**src/rtl/wm_pkg.sv**
```systemverilog
// Shared definitions for the wave_meter block.
// Provides the measurement FSM state encoding and the power-on threshold
// midpoint (half of full scale) used by the crossing detector.
package wm_pkg;

  typedef enum logic [1:0] {
    IDLE    = 2'd0,
    ARM     = 2'd1,
    MEASURE = 2'd2,
    DONE    = 2'd3
  } wm_state_e;

  // Default ADC width and its power-on midpoint.
  localparam int unsigned WM_DATA_W   = 8;
  localparam int unsigned DEFAULT_MID = 1 << (WM_DATA_W - 1);

  // Midpoint of an arbitrary-width unsigned code range.
  function automatic int unsigned default_mid(input int unsigned data_w);
    return 1 << (data_w - 1);
  endfunction

endpackage

```
**src/rtl/wave_meter_hyst_detector.sv**
```systemverilog
// Hysteresis crossing detector.
// Registers the ADC sample once, derives saturated upper/lower thresholds
// around i_mid, and tracks a level flop that only toggles when a threshold
// is reached. o_rise flags a sample that lifts the level from low to high.
// Ports:
//   i_clk, i_rst_n  clock, asynchronous active-low reset
//   i_sample        raw ADC code
//   i_mid           threshold centre
//   i_init_level    level value forced while i_load is high
//   i_load          force level to i_init_level
//   o_s1            registered sample
//   o_rise          rising crossing on the current registered sample
module hyst_detector #(
  parameter int unsigned DATA_W = 8,
  parameter int unsigned HYST   = 8
) (
  input  logic              i_clk,
  input  logic              i_rst_n,
  input  logic [DATA_W-1:0] i_sample,
  input  logic [DATA_W-1:0] i_mid,
  input  logic              i_init_level,
  input  logic              i_load,
  output logic [DATA_W-1:0] o_s1,
  output logic              o_rise
);

  localparam logic [DATA_W:0] HYST_X = (DATA_W + 1)'(HYST);

  logic [DATA_W-1:0] r_s1;
  logic              r_level;
  logic [DATA_W:0]   w_hi_sum;
  logic [DATA_W:0]   w_lo_diff;
  logic [DATA_W-1:0] w_th_hi;
  logic [DATA_W-1:0] w_th_lo;

  // One extra bit catches overflow/underflow so the thresholds clamp to the
  // code range instead of wrapping.
  always_comb begin
    w_hi_sum  = {1'b0, i_mid} + HYST_X;
    w_lo_diff = {1'b0, i_mid} - HYST_X;
    w_th_hi   = w_hi_sum[DATA_W]  ? '1 : w_hi_sum[DATA_W-1:0];
    w_th_lo   = w_lo_diff[DATA_W] ? '0 : w_lo_diff[DATA_W-1:0];
  end

  always_ff @(posedge i_clk or negedge i_rst_n) begin
    if (!i_rst_n) begin
      r_s1    <= '0;
      r_level <= 1'b0;
    end else begin
      r_s1 <= i_sample;
      if (i_load) begin
        r_level <= i_init_level;
      end else if (!r_level && (r_s1 >= w_th_hi)) begin
        r_level <= 1'b1;
      end else if (r_level && (r_s1 <= w_th_lo)) begin
        r_level <= 1'b0;
      end
    end
  end

  assign o_s1   = r_s1;
  assign o_rise = !r_level && (r_s1 >= w_th_hi);

endmodule

```
**src/rtl/wave_meter.sv**
```systemverilog
// Gated frequency/amplitude meter for the looped-back DDS output.
// On start, arms for one cycle, then counts rising hysteresis crossings and
// tracks peak/trough codes for GATE_CYCLES samples, then publishes results
// with a one-cycle result_valid pulse. The published midpoint becomes the
// detector threshold centre for later gates.
// Ports:
//   clk_100m, rst_n  clock, asynchronous active-low reset
//   enable           low aborts any measurement
//   start            single-cycle measurement request
//   ad_db            ADC sample
//   busy             high during ARM and MEASURE
//   result_valid     one-cycle pulse when results update
//   edge_count       rising crossings in last completed gate
//   vmax, vmin       peak/trough codes in last completed gate
module wave_meter
  import wm_pkg::*;
#(
  parameter int unsigned DATA_W      = 8,
  parameter int unsigned GATE_CYCLES = 100000000,
  parameter int unsigned CNT_W       = 28,
  parameter int unsigned HYST        = 8
) (
  input  logic              clk_100m,
  input  logic              rst_n,
  input  logic              enable,
  input  logic              start,
  input  logic [DATA_W-1:0] ad_db,
  output logic              busy,
  output logic              result_valid,
  output logic [CNT_W-1:0]  edge_count,
  output logic [DATA_W-1:0] vmax,
  output logic [DATA_W-1:0] vmin
);

  // Gate counter is widened when needed so a narrow edge counter still
  // reaches the gate length.
  localparam int unsigned GATE_BITS = $clog2(GATE_CYCLES);
  localparam int unsigned GATE_W    = (GATE_BITS > CNT_W) ? GATE_BITS : CNT_W;
  localparam logic [GATE_W-1:0] GATE_LAST = GATE_W'(GATE_CYCLES - 1);
  localparam logic [DATA_W-1:0] MID_RST   = DATA_W'(default_mid(DATA_W));

  wm_state_e r_state, w_next;
  logic w_busy, w_arm, w_measure, w_done;

  logic [GATE_W-1:0] r_gate_cnt;
  logic [CNT_W-1:0]  r_run_cnt;
  logic [DATA_W-1:0] r_run_max, r_run_min, r_mid;
  logic              r_result_valid;
  logic [CNT_W-1:0]  r_edge_count;
  logic [DATA_W-1:0] r_vmax, r_vmin;

  logic [DATA_W-1:0] w_s1;
  logic              w_rise;
  logic              w_init_level;
  logic [DATA_W:0]   w_mid_sum;
  logic [DATA_W-1:0] w_mid_new;

  hyst_detector #(
    .DATA_W (DATA_W),
    .HYST   (HYST)
  ) u_det (
    .i_clk        (clk_100m),
    .i_rst_n      (rst_n),
    .i_sample     (ad_db),
    .i_mid        (r_mid),
    .i_init_level (w_init_level),
    .i_load       (w_arm),
    .o_s1         (w_s1),
    .o_rise       (w_rise)
  );

  assign w_init_level = (w_s1 >= r_mid);
  assign w_mid_sum    = {1'b0, r_run_max} + {1'b0, r_run_min};
  assign w_mid_new    = DATA_W'(w_mid_sum >> 1);

  always_ff @(posedge clk_100m or negedge rst_n) begin
    if (!rst_n) begin
      r_state <= IDLE;
    end else begin
      r_state <= w_next;
    end
  end

  always_comb begin
    w_next    = r_state;
    w_busy    = 1'b0;
    w_arm     = 1'b0;
    w_measure = 1'b0;
    w_done    = 1'b0;
    case (r_state)
      IDLE: begin
        if (start) w_next = ARM;
      end
      ARM: begin
        w_busy = 1'b1;
        w_arm  = 1'b1;
        w_next = MEASURE;
      end
      MEASURE: begin
        w_busy    = 1'b1;
        w_measure = 1'b1;
        if (r_gate_cnt == GATE_LAST) w_next = DONE;
      end
      DONE: begin
        w_done = enable;
        w_next = IDLE;
      end
      default: w_next = IDLE;
    endcase
    if (!enable) w_next = IDLE;
  end

  always_ff @(posedge clk_100m or negedge rst_n) begin
    if (!rst_n) begin
      r_gate_cnt     <= '0;
      r_run_cnt      <= '0;
      r_run_max      <= '0;
      r_run_min      <= '1;
      r_mid          <= MID_RST;
      r_result_valid <= 1'b0;
      r_edge_count   <= '0;
      r_vmax         <= '0;
      r_vmin         <= '0;
    end else begin
      r_result_valid <= 1'b0;
      if (w_arm) begin
        r_gate_cnt <= '0;
        r_run_cnt  <= '0;
        r_run_max  <= '0;
        r_run_min  <= '1;
      end
      if (w_measure) begin
        r_gate_cnt <= r_gate_cnt + GATE_W'(1);
        if (w_rise && (r_run_cnt != '1)) r_run_cnt <= r_run_cnt + CNT_W'(1);
        if (w_s1 > r_run_max) r_run_max <= w_s1;
        if (w_s1 < r_run_min) r_run_min <= w_s1;
      end
      if (w_done) begin
        r_edge_count   <= r_run_cnt;
        r_vmax         <= r_run_max;
        r_vmin         <= r_run_min;
        r_mid          <= w_mid_new;
        r_result_valid <= 1'b1;
      end
    end
  end

  assign busy         = w_busy;
  assign result_valid = r_result_valid;
  assign edge_count   = r_edge_count;
  assign vmax         = r_vmax;
  assign vmin         = r_vmin;

endmodule

```
**config.mk**
```make
export PLATFORM = sky130hd
export DESIGN_NAME = wave_meter
export DESIGN_NICKNAME = d
export VERILOG_FILES = /design/src/rtl/wm_pkg.sv /design/src/rtl/wave_meter_hyst_detector.sv /design/src/rtl/wave_meter.sv
export SDC_FILE = /design/constraint.sdc
export NUM_CORES = 1
export LEC_CHECK = 0
export ABC_AREA = 1
export ABC_CLOCK_PERIOD_IN_PS = 2250
export CELL_PAD_IN_SITES_DETAIL_PLACEMENT = 0
export CELL_PAD_IN_SITES_GLOBAL_PLACEMENT = 2
export CORE_ASPECT_RATIO = 1.75
export CORE_MARGIN = 1
export CORE_UTILIZATION = 32
export CTS_CLUSTER_SIZE = 12
export DETAILED_ROUTE_END_ITERATION = 12
export GPL_ROUTABILITY_DRIVEN = 0
export PLACE_DENSITY = 0.8
export SLEW_MARGIN = 20
export SYNTH_ARGS = -nofsm -noshare
export SYNTH_HDL_FRONTEND = slang
export SYNTH_SLANG_ARGS = --single-unit
```
**constraint.sdc**
```tcl
create_clock -name clk_100m -period 2.25 [get_ports clk_100m]
set_input_delay 0.45 -clock clk_100m [delete_from_list [all_inputs] [get_ports clk_100m]]
set_output_delay 0.45 -clock clk_100m [all_outputs]
set_load 0.02 [all_outputs]
```
==> tab_implementation.tex <==
\begin{tabular}{lr}
\hline
Metric & Value \\
\hline
\multicolumn{2}{l}{\textbf{Place}} \\
\quad Dpl cells & 1428 \\
\quad Buffers on Ports & 57 \\
\quad Placed wire-length estimate & 17700 microns \\
\multicolumn{2}{l}{\textbf{Synthesis}} \\
\quad Post-synth cell types & 46 \\
\quad Share of the synthesized area in compound gates (AO/OA/AOI/OAI) & 0.0825 \\
\quad Prevailing post-synth register cell & sky130\_fd\_sc\_hd\_\_dfrtp\_1 \\
\quad Synthesized-area fraction occupied by xor and xnor cells & 0.0242 \\
\quad Proportion of synthesized chip area in sequential cells & 0.429 \\
\quad Syn Std Cell Area & 0.00796 sq mm \\
\quad Fraction of synthesized cell area taken by the top area cell type & 0.399 \\
\quad Ranking of synthesized cells by area & sky130\_fd\_sc\_hd\_\_dfrtp\_1 (40\%), sky130\_fd\_sc\_hd\_\_nand2\_1 (15\%), sky130\_fd\_sc\_hd\_\_ha\_1 (8.5\%), sky130\_fd\_sc\_hd\_\_inv\_1 (5.3\%), sky130\_fd\_sc\_hd\_\_nand3\_1 (5.1\%) \\
\quad Basic-gate share of the synthesized area counting and, or, nand and nor cells & 0.304 \\
\quad Net count of the mapped netlist & 1104 \\
\quad Mux cell area share after synthesis & 0 \\
\quad Top cells by instance count after synthesis & sky130\_fd\_sc\_hd\_\_nand2\_1 (312), sky130\_fd\_sc\_hd\_\_dfrtp\_1 (127), sky130\_fd\_sc\_hd\_\_inv\_1 (113) \\
\quad Dominant cell by count in the synthesized netlist & sky130\_fd\_sc\_hd\_\_nand2\_1 \\
\quad Count of flip-flops with a built-in enable after synthesis & 0 \\
\quad Largest area contributor in the netlist & sky130\_fd\_sc\_hd\_\_dfrtp\_1 \\
\quad Mean cell area of the mapped netlist & 7.67 sq um \\
\quad Adder-cell share of the synthesized area & 0.0874 \\
\quad Yosys warns & 0 \\
\quad Async set-or-reset flop fraction in the synthesized netlist & 1.00 \\
\quad Synthesized instance count & 1037 \\
\quad Dominant combinational cell family by area after synthesis & simple AND/OR/NAND/NOR gates \\
\quad Flops \& latches, synth & 136 \\
\multicolumn{2}{l}{\textbf{STA}} \\
\quad Worst rel slew slack & 0.660 \\
\quad Final hold vios & 0 \\
\quad Max Freq & 422 MHz \\
\quad RSZ-0062 raised after global routing & yes \\
\quad Final setup vio count & 26 \\
\quad Clock tree skew after final layout & 12.8 ps \\
\quad Final number of max-transition violations & 0 \\
\quad Transition time of the tightest slew-check pin & 505 ps \\
\quad Final worst setup slack & -120 ps \\
\quad Period Utilization, post-route & 1.05 \\
\quad Setup tns final & -1350 ps \\
\quad Final worst path period need & 2370 ps \\
\multicolumn{2}{l}{\textbf{Floorplan}} \\
\quad Die extent in y & 211 microns \\
\quad Number of rows in the core area & 76 \\
\quad IO Pins & 58 \\
\quad Floorplan core area & 0.0245 sq mm \\
\quad Initial core utilization & 0.324 \\
\quad Die footprint & 0.0255 sq mm \\
\quad Die extent in x & 121 microns \\
\multicolumn{2}{l}{\textbf{Drt}} \\
\quad Final wirelength & 23600 microns \\
\quad Routed vias & 7014 \\
\quad First-pass iteration count of the detailed router & 4 \\
\quad Final routed wire length divided by cell count & 16.1 microns \\
\quad Number of design rule violations left after detail routing & 0 \\
\quad Count of antenna-violating nets left after detailed routing & 0 \\
\quad Initial DRC Count & 284 \\
\quad Via density per instance & 4.79 \\
\multicolumn{2}{l}{\textbf{Job}} \\
\quad MaxCap Viol Count & 0 \\
\multicolumn{2}{l}{\textbf{Clocking}} \\
\quad CTS tree & done \\
\quad Clock transition at the register clock pins on the worst setup and hold paths after CTS & 70 ps \\
\quad Clock latency at the later pin of the worst-skew pair & 440 ps \\
\quad CTS Buffer Depth & 2 \\
\quad Max H-tree Level & 4 \\
\quad Number of clock sinks seen by CTS & 136 \\
\quad Number of buffers added by the clock tree synthesis step & 17 \\
\quad Root cell of the clock tree & sky130\_fd\_sc\_hd\_\_clkbuf\_16 \\
\multicolumn{2}{l}{\textbf{Final layout}} \\
\quad Area added between synthesis and finish & 26.5\% \\
\quad Share of cells above drive strength 1 & 0.127 \\
\quad Seq. cell area & 0.00342 sq mm \\
\quad Count of inserted antenna diode cells & 0 \\
\quad Post-layout net count & 1207 \\
\quad Filler cells & 2578 \\
\quad Multi-input logic area & 0.00408 sq mm \\
\quad Number of cells in the finished layout apart from fillers & 1465 \\
\multicolumn{2}{l}{\textbf{Setup path}} \\
\quad Req. time, crit path & 2620 ps \\
\quad Worst setup path category & flop to flop \\
\quad Worst Setup End Kind & flop \\
\quad Biggest fanout along the worst timing path & 6 \\
\quad Setup crit start kind & flop \\
\quad Data arrival time of the worst path & 2740 ps \\
\quad Internal reg-to-reg setup slack & -120 ps \\
\multicolumn{2}{l}{\textbf{Pwr}} \\
\quad Peak supply drop & 0.541 mV \\
\quad Part of the power in registers & 0.308 \\
\quad Combinational Power Share & 0.396 \\
\quad Pwr/cell area & 1030 mW/mm\^{}2 \\
\quad Net Sw Power & 3860 uW \\
\quad Fraction of power consumed by the clock network & 0.296 \\
\quad Proportion of total power due to net switching & 0.373 \\
\quad Leakage power summed over all cells & 0.00477 uW \\
\quad Pint & 6490 uW \\
\multicolumn{2}{l}{\textbf{Outcome}} \\
\quad Violations in the final reports & setup timing \\
\quad Result of the run & finished with violations \\
\multicolumn{2}{l}{\textbf{Global routing}} \\
\quad Via count of the first global-routing pass & 7260 \\
\quad Pin count of the biggest net entering global routing & 56 \\
\quad Antenna violations before repair & 0 \\
\quad Final global-route overflow total & 0 \\
\quad Global router's overall resource usage & 0.199 \\
\quad First-pass GRT wire length & 38000 microns \\
\multicolumn{2}{l}{\textbf{Worst hold path}} \\
\quad Worst min-delay path class & input port to flop \\
\hline
\end{tabular}
layout by cell type, fill, tap and decap left out, types with 36 or more instances in the layout:
cell type | Yosys | routed
sky130_fd_sc_hd__a21oi_1 | 37 | 36
sky130_fd_sc_hd__inv_1 | 113 | 110
sky130_fd_sc_hd__o21ai_0 | 64 | 63
sky130_fd_sc_hd__dfrtp_1 | 127 | 125
sky130_fd_sc_hd__nand3_1 | 81 | 78
sky130_fd_sc_hd__clkdlybuf4s50_1 | 0 | 55
sky130_fd_sc_hd__nor2_1 | 97 | 90
sky130_fd_sc_hd__ha_1 | 54 | 53
sky130_fd_sc_hd__nand2_1 | 312 | 302
sky130_fd_sc_hd__buf_4 | 2 | 38
cell families (layout without fill, tap and decap cells):
logic type      Yosys count  count (layout)
simple gates            560             560
buf+inv                 143             259
flops                   136             136
compound gates          121             121
fa+ha+maj                55              55
xor+xnor                 22              22
cell type report:
type                       count  area share
sequential                   136       0.340
inverter                     119      0.0449
multi-input combinational    758       0.406
clock buffer                  21      0.0467
clock inverter                11      0.0169
tap                          312      0.0388
timing repair buffer         108       0.107
state kept, by name (all words and copies together) (netlist names):
| register | count |
|---|---|
| result_valid | 1 |
| vmax | 8 |
| r_run_max | 8 |
| r_mid | 8 |
| edge_count | 28 |
| u_det.o_s1 | 8 |
| r_gate_cnt | 28 |
| u_det.r_level | 1 |
| vmin | 8 |
| r_state | 2 |
| r_run_min | 8 |
| r_run_cnt | 28 |
critical path, stage by stage (launching register included):
cell and delay [ps]:
sky130_fd_sc_hd__dfstp_2 540, sky130_fd_sc_hd__inv_2 40, sky130_fd_sc_hd__nor3_2 190, sky130_fd_sc_hd__nand2_1 90
sky130_fd_sc_hd__inv_2 100, sky130_fd_sc_hd__nor2_2 40, sky130_fd_sc_hd__ha_1 300, sky130_fd_sc_hd__nand2_1 50
sky130_fd_sc_hd__nand3_1 70, sky130_fd_sc_hd__nand2_1 50, sky130_fd_sc_hd__nand2_1 70, sky130_fd_sc_hd__nand2_2 80
sky130_fd_sc_hd__nand2_4 100, sky130_fd_sc_hd__nand3_4 70, sky130_fd_sc_hd__nor2_4 130, sky130_fd_sc_hd__buf_6 130
sky130_fd_sc_hd__clkbuf_16 150, sky130_fd_sc_hd__nand2_1 50, sky130_fd_sc_hd__nand2_1 60
power by group through the flow:
stage | clock [uW] | sequential, uW | combinational [uW]
finish | 3060 | 3180 | 4100
global route | 3240 | 3230 | 4670
global placement | 0 | 3220 | 3990
detailed placement | 0 | 3230 | 4000
floorplan | 0 | 3330 | 2280
CTS | 3150 | 3190 | 4090
metal layers:
metal  GRT usage  vias up  wire length, microns
met5           0        -                     0
met4      0.0894        0                   760
met3      0.0351       42                   592
met2       0.375       91                 13000
met1       0.210     3309                  9190
li1            -     3572                     -
worst paths after layout:
check,from,end,depth (start not counted)
max,r_mid[7],r_run_cnt[26],18
max in group asynchronous,rst_n,r_mid[7],3
min in group asynchronous,rst_n,r_gate_cnt[7],2
min reg2reg,edge_count[13],edge_count[13],2
max reg2reg,r_mid[7],r_run_cnt[26],18
min,ad_db[3],u_det.o_s1[3],1
metrics by stage:
| stage | total power, uW | utilization | setup slack (ps) | hold WS [ps] | area, sq um |
|---|---|---|---|---|---|
| 6_report | 10300 | 0.410 | -120 | 447 | 10100 |
| 5_1_grt | 11100 | 0.410 | -281 | 438 | 10100 |
| 4_1_cts | 10400 | 0.407 | -86.5 | 432 | 9970 |
| 3_5_place_dp | 7230 | 0.377 | -107 | 410 | 9250 |
| 3_3_place_gp | 7210 | 0.377 | -64.9 | 409 | 9250 |
| 2_1_floorplan | 5610 | - | 23.9 | 154 | 7960 |
timing repair:
action | CTS | global route
buffers inserted | 2 | 1
cloned | 1 | 1
resized for setup | 16 | 28
hold endpoints to repair | 33 | 0
hold buffers | 1 | 0
pin swaps | 0 | 16
endpoints found under the setup margin | 29 | 40
Note: power is estimated with default switching activity, not from simulation.
